### config.mk
export PLATFORM = sky130hd
export DESIGN_NAME = sbox_bram_scheduler
export DESIGN_NICKNAME = d
export VERILOG_FILES = /design/src/rtl/sbox_bram_scheduler.sv
export SDC_FILE = /design/constraint.sdc
export NUM_CORES = 1
export LEC_CHECK = 0
export BUFFER_PORTS_ARGS = -buffer_cell sky130_fd_sc_hd__buf_4
export CORE_ASPECT_RATIO = 2
export CORE_MARGIN = 2
export CORE_UTILIZATION = 50
export CTS_CLUSTER_DIAMETER = 120
export CTS_CLUSTER_SIZE = 8
export DETAILED_ROUTE_END_ITERATION = 7
export PLACE_DENSITY = 0.86
export SYNTH_ARGS = -nofsm -noshare
export SYNTH_HDL_FRONTEND = slang
export SYNTH_SLANG_ARGS = --single-unit
### constraint.sdc
create_clock -name clk -period 2.7 [get_ports clk]
set_input_delay 0.135 -clock clk [delete_from_list [all_inputs] [get_ports clk]]
set_output_delay 0.135 -clock clk [all_outputs]
set_load 0.01 [all_outputs]
### src/rtl/sbox_bram_scheduler.sv
// sbox_bram_scheduler: streams one masked 128-bit share through a dual-port
// masked S-box BRAM, two bytes per cycle (port A even bytes, port B odd
// bytes), realigns the delayed read data and returns the substituted share.
module sbox_bram_scheduler #(
  parameter int NBYTES = 16,
  parameter int SEL_W  = 2,
  parameter int RD_LAT = 2
) (
  input  logic                      clk,
  input  logic                      rst,
  input  logic                      start,
  input  logic [8*NBYTES-1:0]       state_in,
  input  logic [SEL_W*NBYTES-1:0]   sel_in,
  output logic                      busy,
  output logic                      done,
  output logic [8*NBYTES-1:0]       state_out,
  output logic                      bram_en,
  output logic                      bram_rst,
  output logic [8+SEL_W-1:0]        bram_addra,
  output logic [8+SEL_W-1:0]        bram_addrb,
  input  logic [7:0]                bram_doa,
  input  logic [7:0]                bram_dob
);

  localparam int NPAIRS = NBYTES / 2;
  localparam int KW     = (NPAIRS > 1) ? $clog2(NPAIRS) : 1;
  localparam int DW     = (RD_LAT > 1) ? $clog2(RD_LAT) : 1;

  localparam logic [KW-1:0] K_LAST = KW'(NPAIRS - 1);
  localparam logic [DW-1:0] D_LAST = DW'(RD_LAT - 1);

  localparam logic [1:0] IDLE  = 2'd0;
  localparam logic [1:0] ISSUE = 2'd1;
  localparam logic [1:0] DRAIN = 2'd2;
  localparam logic [1:0] DONE  = 2'd3;

  logic [1:0]                state_q, state_d;
  logic [KW-1:0]             k_q, k_d;
  logic [DW-1:0]             dcnt_q, dcnt_d;
  logic [8*NBYTES-1:0]       data_q, data_d;
  logic [SEL_W*NBYTES-1:0]   sel_q, sel_d;
  logic [8*NBYTES-1:0]       out_q, out_d;
  logic [RD_LAT-1:0]         vld_q;
  logic [KW-1:0]             idx_q [RD_LAT];
  logic                      bramRst_q;
  logic                      issue;

  assign issue = (state_q == ISSUE);

  // Sequencing: accept a request in IDLE/DONE, walk the pair counter, then wait out the read latency.
  always_comb begin
    state_d = state_q;
    k_d     = k_q;
    dcnt_d  = dcnt_q;
    data_d  = data_q;
    sel_d   = sel_q;
    case (state_q)
      IDLE, DONE: begin
        if (start) begin
          state_d = ISSUE;
          k_d     = '0;
          data_d  = state_in;
          sel_d   = sel_in;
        end else begin
          state_d = IDLE;
        end
      end
      ISSUE: begin
        if (k_q == K_LAST) begin
          state_d = DRAIN;
          dcnt_d  = '0;
        end else begin
          k_d = k_q + KW'(1);
        end
      end
      DRAIN: begin
        if (dcnt_q == D_LAST) begin
          state_d = DONE;
        end else begin
          dcnt_d = dcnt_q + DW'(1);
        end
      end
      default: state_d = IDLE;
    endcase
  end

  // Returned bytes land in their slot when the matching issue slot reaches the end of the delay line.
  always_comb begin
    out_d = out_q;
    if (vld_q[RD_LAT-1]) begin
      out_d[16*idx_q[RD_LAT-1] +: 8]     = bram_doa;
      out_d[16*idx_q[RD_LAT-1] + 8 +: 8] = bram_dob;
    end
  end

  // Addresses are a plain concatenation of the latched selector and byte for the current pair.
  always_comb begin
    bram_addra = {sel_q[2*SEL_W*k_q +: SEL_W],         data_q[16*k_q +: 8]};
    bram_addrb = {sel_q[2*SEL_W*k_q + SEL_W +: SEL_W], data_q[16*k_q + 8 +: 8]};
  end

  // Control, latched operands and result register.
  always_ff @(posedge clk or negedge rst) begin
    if (!rst) begin
      state_q <= IDLE;
      k_q     <= '0;
      dcnt_q  <= '0;
      data_q  <= '0;
      sel_q   <= '0;
      out_q   <= '0;
    end else begin
      state_q <= state_d;
      k_q     <= k_d;
      dcnt_q  <= dcnt_d;
      data_q  <= data_d;
      sel_q   <= sel_d;
      out_q   <= out_d;
    end
  end

  // Valid/index delay line that matches the BRAM read latency.
  always_ff @(posedge clk or negedge rst) begin
    if (!rst) begin
      vld_q <= '0;
      for (int i = 0; i < RD_LAT; i++) idx_q[i] <= '0;
    end else begin
      vld_q[0] <= issue;
      idx_q[0] <= k_q;
      for (int i = 1; i < RD_LAT; i++) begin
        vld_q[i] <= vld_q[i-1];
        idx_q[i] <= idx_q[i-1];
      end
    end
  end

  // BRAM output reset is held during reset and still seen by the first clock edge after release.
  always_ff @(posedge clk or negedge rst) begin
    if (!rst) bramRst_q <= 1'b1;
    else      bramRst_q <= 1'b0;
  end

  assign busy      = (state_q == ISSUE) || (state_q == DRAIN);
  assign bram_en   = busy;
  assign done      = (state_q == DONE);
  assign state_out = out_q;
  assign bram_rst  = bramRst_q;

endmodule

After elaboration in Yosys (flattened, before gate mapping)
Cells that the tools add are included.
{"block": "totals", "elab_cells": 54, "output_inout_bits": 152, "inputBits": 179, "regBits": 303}
{"block": "classes", "addsub": 7, "shifts": 8, "eq_ne": 8, "n_mux": 12, "reduce_logical": 9}
{"cell": "128-bit bitwise mux", "count": 2}
{"cell": "8-bit by 34-bit variable shift with 128-bit output, first input constant", "count": 2}
{"cell": "8-bit by 34-bit indexed part select with 128-bit output", "count": 2}
{"cell": "128-bit by 8-bit indexed part select with 8-bit output", "count": 1}
{"cell": "128-bit by 9-bit indexed part select with 8-bit output", "count": 1}
{"cell": "7-bit negator with 34-bit output", "count": 1}
{"cell": "8-bit negator with 34-bit output", "count": 1}
{"cell": "32-bit by 6-bit indexed part select with 2-bit output", "count": 1}
{"cell": "32-bit by 7-bit indexed part select with 2-bit output", "count": 1}
{"cell": "7-bit by 4-bit adder with 8-bit output, second input constant", "count": 2}
{"cell": "5-bit by 2-bit adder with 6-bit output, second input constant", "count": 1}
{"cell": "3-bit two-way mux", "count": 2}
{"cell": "2-bit != test, second input constant", "count": 3}
{"cell": "2-bit one-hot mux with 3 select lines", "count": 1}
{"cell": "3-bit one-hot mux with 2 select lines", "count": 1}
{"cell": "2-bit AND reduction", "count": 3}
{"cell": "2-bit == test, second input constant", "count": 2}
{"cell": "2-bit two-way mux", "count": 2}
{"cell": "2-bit nonzero test", "count": 2}
{"cell": "3-bit by 1-bit adder with 3-bit output, second input constant", "count": 1}
{"cell": "3-bit == test, second input constant", "count": 1}
{"cell": "1-bit two-way mux", "count": 3}
{"cell": "3-bit AND reduction", "count": 1}
{"cell": "2-bit by 1-bit == test with 1-bit output, second input constant", "count": 1}
{"cell": "other kinds (6)", "count": 6}

Logic depth before layout (Yosys ltp)
{"block": "logic_depth", "word_depth": 4, "mapped_depth": 8, "ltp_nobuf": 6}

Worst setup path after synthesis
OpenSTA, ideal clock, no wires.
{"block": "synth_path", "path_kind": "register to register", "from": "register idx_q[0] in the netlist's numbering", "to": "register out_q[112] (netlist: state_out[112])", "synth_period_minus_slack_ps": 2130, "arrival_ps": 2005, "slack_ps": 570, "path_stages_with_launch": 7, "required_ps": 2575, "setup_time_ps": 125, "n_path_buf": 1, "cell_sequence": "dfrtp_1 -> buf_4 -> inv_1 -> ha_1 -> ha_1 -> nor3_2 -> mux2_2"}
{"block": "synth_via", "elab_chain_cells": 4, "word_cells_on_any_way": 9, "cone_classes": "add/sub: 3; shift: 4; mux: 2"}
{"element": "start, declared", "line": "44", "rtl": "logic [KW-1:0] idx_q [RD_LAT];"}
{"element": "start signal, assigned by index", "line": "131", "rtl": "idx_q[i] <= idx_q[i-1];"}
{"element": "7-bit by 4-bit adder with 8-bit output or 7-bit negator with 34-bit output (tied branches)", "line": "92, 91"}
{"element": "8-bit negator with 34-bit output, or another cell as far along", "line": "92", "rtl": "out_d[16*idx_q[RD_LAT-1] + 8 +: 8] = bram_dob;"}
{"element": "8-bit by 34-bit indexed part select with 128-bit output, or another cell as far along", "line": "92"}
{"element": "128-bit bitwise mux *", "line": "92"}
{"element": "end signal, assigned", "line": "117", "rtl": "out_q <= out_d;"}
{"element": "end, declared", "line": "42", "rtl": "logic [8*NBYTES-1:0] out_q, out_d;"}
Every way passes the cells marked *; elsewhere a longest branch is shown, timed or not.
A chain may end at the register's enable or synchronous reset.

Final worst setup path
{"block": "layout_path", "from": "register k_q[0]", "to": "output bram_addrb[2]"}
{"block": "layout_via", "elab_chain_cells": 2}
{"element": "start, declared", "line": "38", "rtl": "logic [KW-1:0] k_q, k_d;"}
{"element": "start signal, assigned", "line": "113", "rtl": "k_q <= k_d;"}
{"element": "7-bit by 4-bit adder with 8-bit output", "line": "99", "rtl": "bram_addrb = {sel_q[2*SEL_W*k_q + SEL_W +: SEL_W], data_q[16*k_q + 8 +: 8]};"}
{"element": "128-bit by 9-bit indexed part select with 8-bit output", "line": "99"}
{"element": "end, declared", "line": "20", "rtl": "output logic [8+SEL_W-1:0] bram_addrb,"}
Every way passes these cells.

==> run_results.csv <==
group,metric,value,unit
route,vias,10190,
timing,finalMaxSlewViolations,0,
layout,fin_nets,1624,
timing,worst-slew-pin-transition,0.9657,ns
yosys,syn_inst,896,
yosys,synth_edf_count,0,
layout,mostFrequentLayoutCells,"355 x buf_4, 300 x dfrtp_1, 209 x mux2_2, 177 x dlygate4sd3_1, 98 x nand2_1",
setup_path,worstPathArrival,2.46,ns
setup_path,worst-endpoint-required,2.57,ns
setup_path,path_class,"reg2out",
yosys,yosysTopAreaCell,"dfrtp_1",
yosys,synth-seq-area-share,0.5793,
clock_network,cts_tree,"done",
flow_run,max_cap_viol_count,0,
clock_network,cts_root_buffer,"clkbuf_16",
yosys,avgSynthCellArea,14.61,µm²
grt,grt_pass1_wl,64890,µm
setup_path,critPathMaxStageDelay,0.60,ns
clock_network,insertion_delay,0.54,ns
route,avgViaCountPerCell,5.703,
route,first_iter_violations,650,
layout,area_growth,45.34,%
floorplan,die-area,27570,µm²
grt,grt_overflow,0,
yosys,synth_nets,1086,
layout,stdcell_area,19020,µm²
timing,rsz0062_at_grt,"no",
place,gp_congestion,0.8683,
clock_network,cts_buffers,43,
grt,grt_antenna_before_repair,3,
power,ir_worst_vdd,0.8403,mV
layout,drive_gt1_frac,0.4550,
clock_network,cts_sinks,303,
setup_path,cp_max_fo,13,
floorplan,die_x,118.4,µm
power,switchingPower,7636,µW
power,power_leakage,0.008889,µW
layout,stdcell_count,1787,
grt,grt_pass1_vias,11330,
clock_network,htree_levels,2,
yosys,synth_area_leaders,"dfrtp_1 58%, mux2_2 18%, mux4_1 6.4%",
setup_path,cp_top_family,"multiplexers",
run_status,status,"finished, final reports clean",
route,drc,0,
yosys,synthFlopType,"dfrtp_1",
grt,track_usage,0.3095,
clock_network,clockBufferDepth,3,
layout,fin_util,0.7387,
yosys,synth_cell_type_count,45,
timing,final.min_clock_period,2.590,ns
yosys,synth_top_area_frac,0.5773,
clock_network,clk_pin_slew,0.06,ns
route,ant_nets,0,
power,power.density,1182,nW/µm²
floorplan,core_area,25750,µm²
floorplan,initial_core_util,0.5083,
place,dp_hpwl,24920,µm
min_path,hold_path.class,"in2reg",
power,p_clk_frac,0.218,
setup_path,end_kind,"primary output",
floorplan,die_h,232.8,µm
route,wl,42930,µm
route,wire_per_inst,24.03,µm
place,io_buffers,330,
timing,setup_violations,0,
power,pwr-share-seq,0.363,
yosys,synthArstFlopShare,1.000,
place,placedCellCount,1545,
timing,fin_skew,0.02043,ns
layout,mostFrequentLayoutCell,"buf_4",
grt,grt_max_degree,87,
timing,slew_headroom,0.3548,
timing,period_share,0.9593,
setup_path,slowest_stage,"dfrtp_4",
place,place_area,16010,µm²
route,dr.pass1.iters,5,
setup_path,start_kind,"flip-flop",
setup_path,path_cells,"buf_4 -> mux4_1 -> mux2_2 -> buf_4",
timing,fmax,386.1,MHz
yosys,synth_seq_cells,303,
timing,setup_tns,0,ns
floorplan,num_rows,83,
floorplan,pin_count,331,
yosys,yosysWarnings,0,
power,power.internal,14850,µW
setup_path,worst-path-buf-inv,2,
setup_path,critPathMostFrequentCell,"buf_4",
timing,hold_violations,0,
power,p_comb_frac,0.419,
yosys,syn_area,13090,µm²
power,switching_share,0.3396,
==> metal layers <==
metal | share of wire | wire (µm) | vias up | GRT usage
li1 | - | - | 4307 | -
met1 | 0.33 | 14310 | 5140 | 0.3205
met2 | 0.54 | 23360 | 558 | 0.5694
met3 | 0.059 | 2554 | 186 | 0.06225
met4 | 0.063 | 2710 | 0 | 0.1875
met5 | 0 | 0 | - | 0
==> worst register-to-register path: stages, from the launching register on <==
cell and delay, ns:
dfrtp_1 0.54, inv_1 0.12, ha_1 0.41, nor2b_1 0.23
and3_1 0.55, mux2_4 0.35
==> area by class of cell <==
cell class	count	area, µm²
diodes	3	7.507
multi-input cells	536	5174
clock buffers	53	1135
clock inverters	2	25.02
inverters	8	30.03
repair buffers	542	4639
well taps	340	425.4
flip-flops and latches	303	7589
fillers	1476	6730
==> cells by family after synthesis <==
logic type,after synthesis,share of synthesized area
fa+ha+maj,11,0.01051
simple gates,161,0.05993
other cells,1,0.0002865
compound gates,85,0.03699
flops,303,0.5793
mux,278,0.2871
buf+inv,57,0.02581
==> flip-flops by register name (all words and copies together), names as in the netlist <==
register,cells
data_q,128
state_out,128
sel_q,32
idx_q,6
k_q,3
state_q,2
vld_q,2
bram_rst,1
dcnt_q,1
==> path summary, 6_finish.rpt <==
path                                    start                          to  slack [ns]  cells past startpoint
setup reg to reg           idx_q[2]$_DFF_PN0_  state_out[101]$_DFFE_PN0P_        0.37                      5
hold reg to reg            idx_q[5]$_DFF_PN0_          idx_q[2]$_DFF_PN0_        0.34                      0
max in group asynchronous                 rst   state_out[81]$_DFFE_PN0P_        1.60                      3
setup / recovery           k_q[0]$_DFFE_PN0P_               bram_addrb[2]        0.11                      4
hold / removal                          start          k_q[1]$_DFFE_PN0P_        0.05                      3
min in group asynchronous                 rst      data_q[65]$_DFFE_PN0P_        0.16                      2
==> power groups by stage <==
| stage | clock network, µW | logic (µW) | registers (µW) |
|---|---|---|---|
| 3_3_place_gp | 0 | 8330 | 7900 |
| 2_1_floorplan | 0 | 5310 | 7810 |
| 6_report | 4900 | 9420 | 8160 |
| 5_1_grt | 5130 | 9970 | 8340 |
| 3_5_place_dp | 0 | 8640 | 8020 |
| 4_1_cts | 4850 | 9020 | 7970 |
==> timing repair <==
item,4_1_cts,5_1_grt
endpoints found under the setup margin,20,1
endpoints found under the hold margin,323,0
hold buffers,177,0
gates resized for setup,1,0
buffers inserted,1,6
==> stage by stage <==
step	hold slack (ns)	setup WS (ns)	total power [µW]
floorplan	-0.1606	0.5699	13120
global placement	0.1796	0.3728	16240
detailed placement	0.1798	0.3225	16660
CTS	0.02343	0.09594	21840
global route	0.04047	0.1008	23440
finish	0.05242	0.1099	22480
==> synth_stat cells, types with 6 or more instances <==
cell type / number
dfrtp_1: 302
and2_1: 17
inv_1: 7
mux2_1: 11
nor2_1: 6
o21ai_0: 66
ha_1: 11
mux4_2: 8
clkbuf_1: 15
buf_4: 13
nand3b_1: 6
mux2_4: 16
and3_1: 10
nand2_1: 98
mux4_1: 32
a22o_1: 8
mux2_2: 209
buf_2: 12
buf_6: 8
Note: power is estimated with default switching activity, not from simulation.
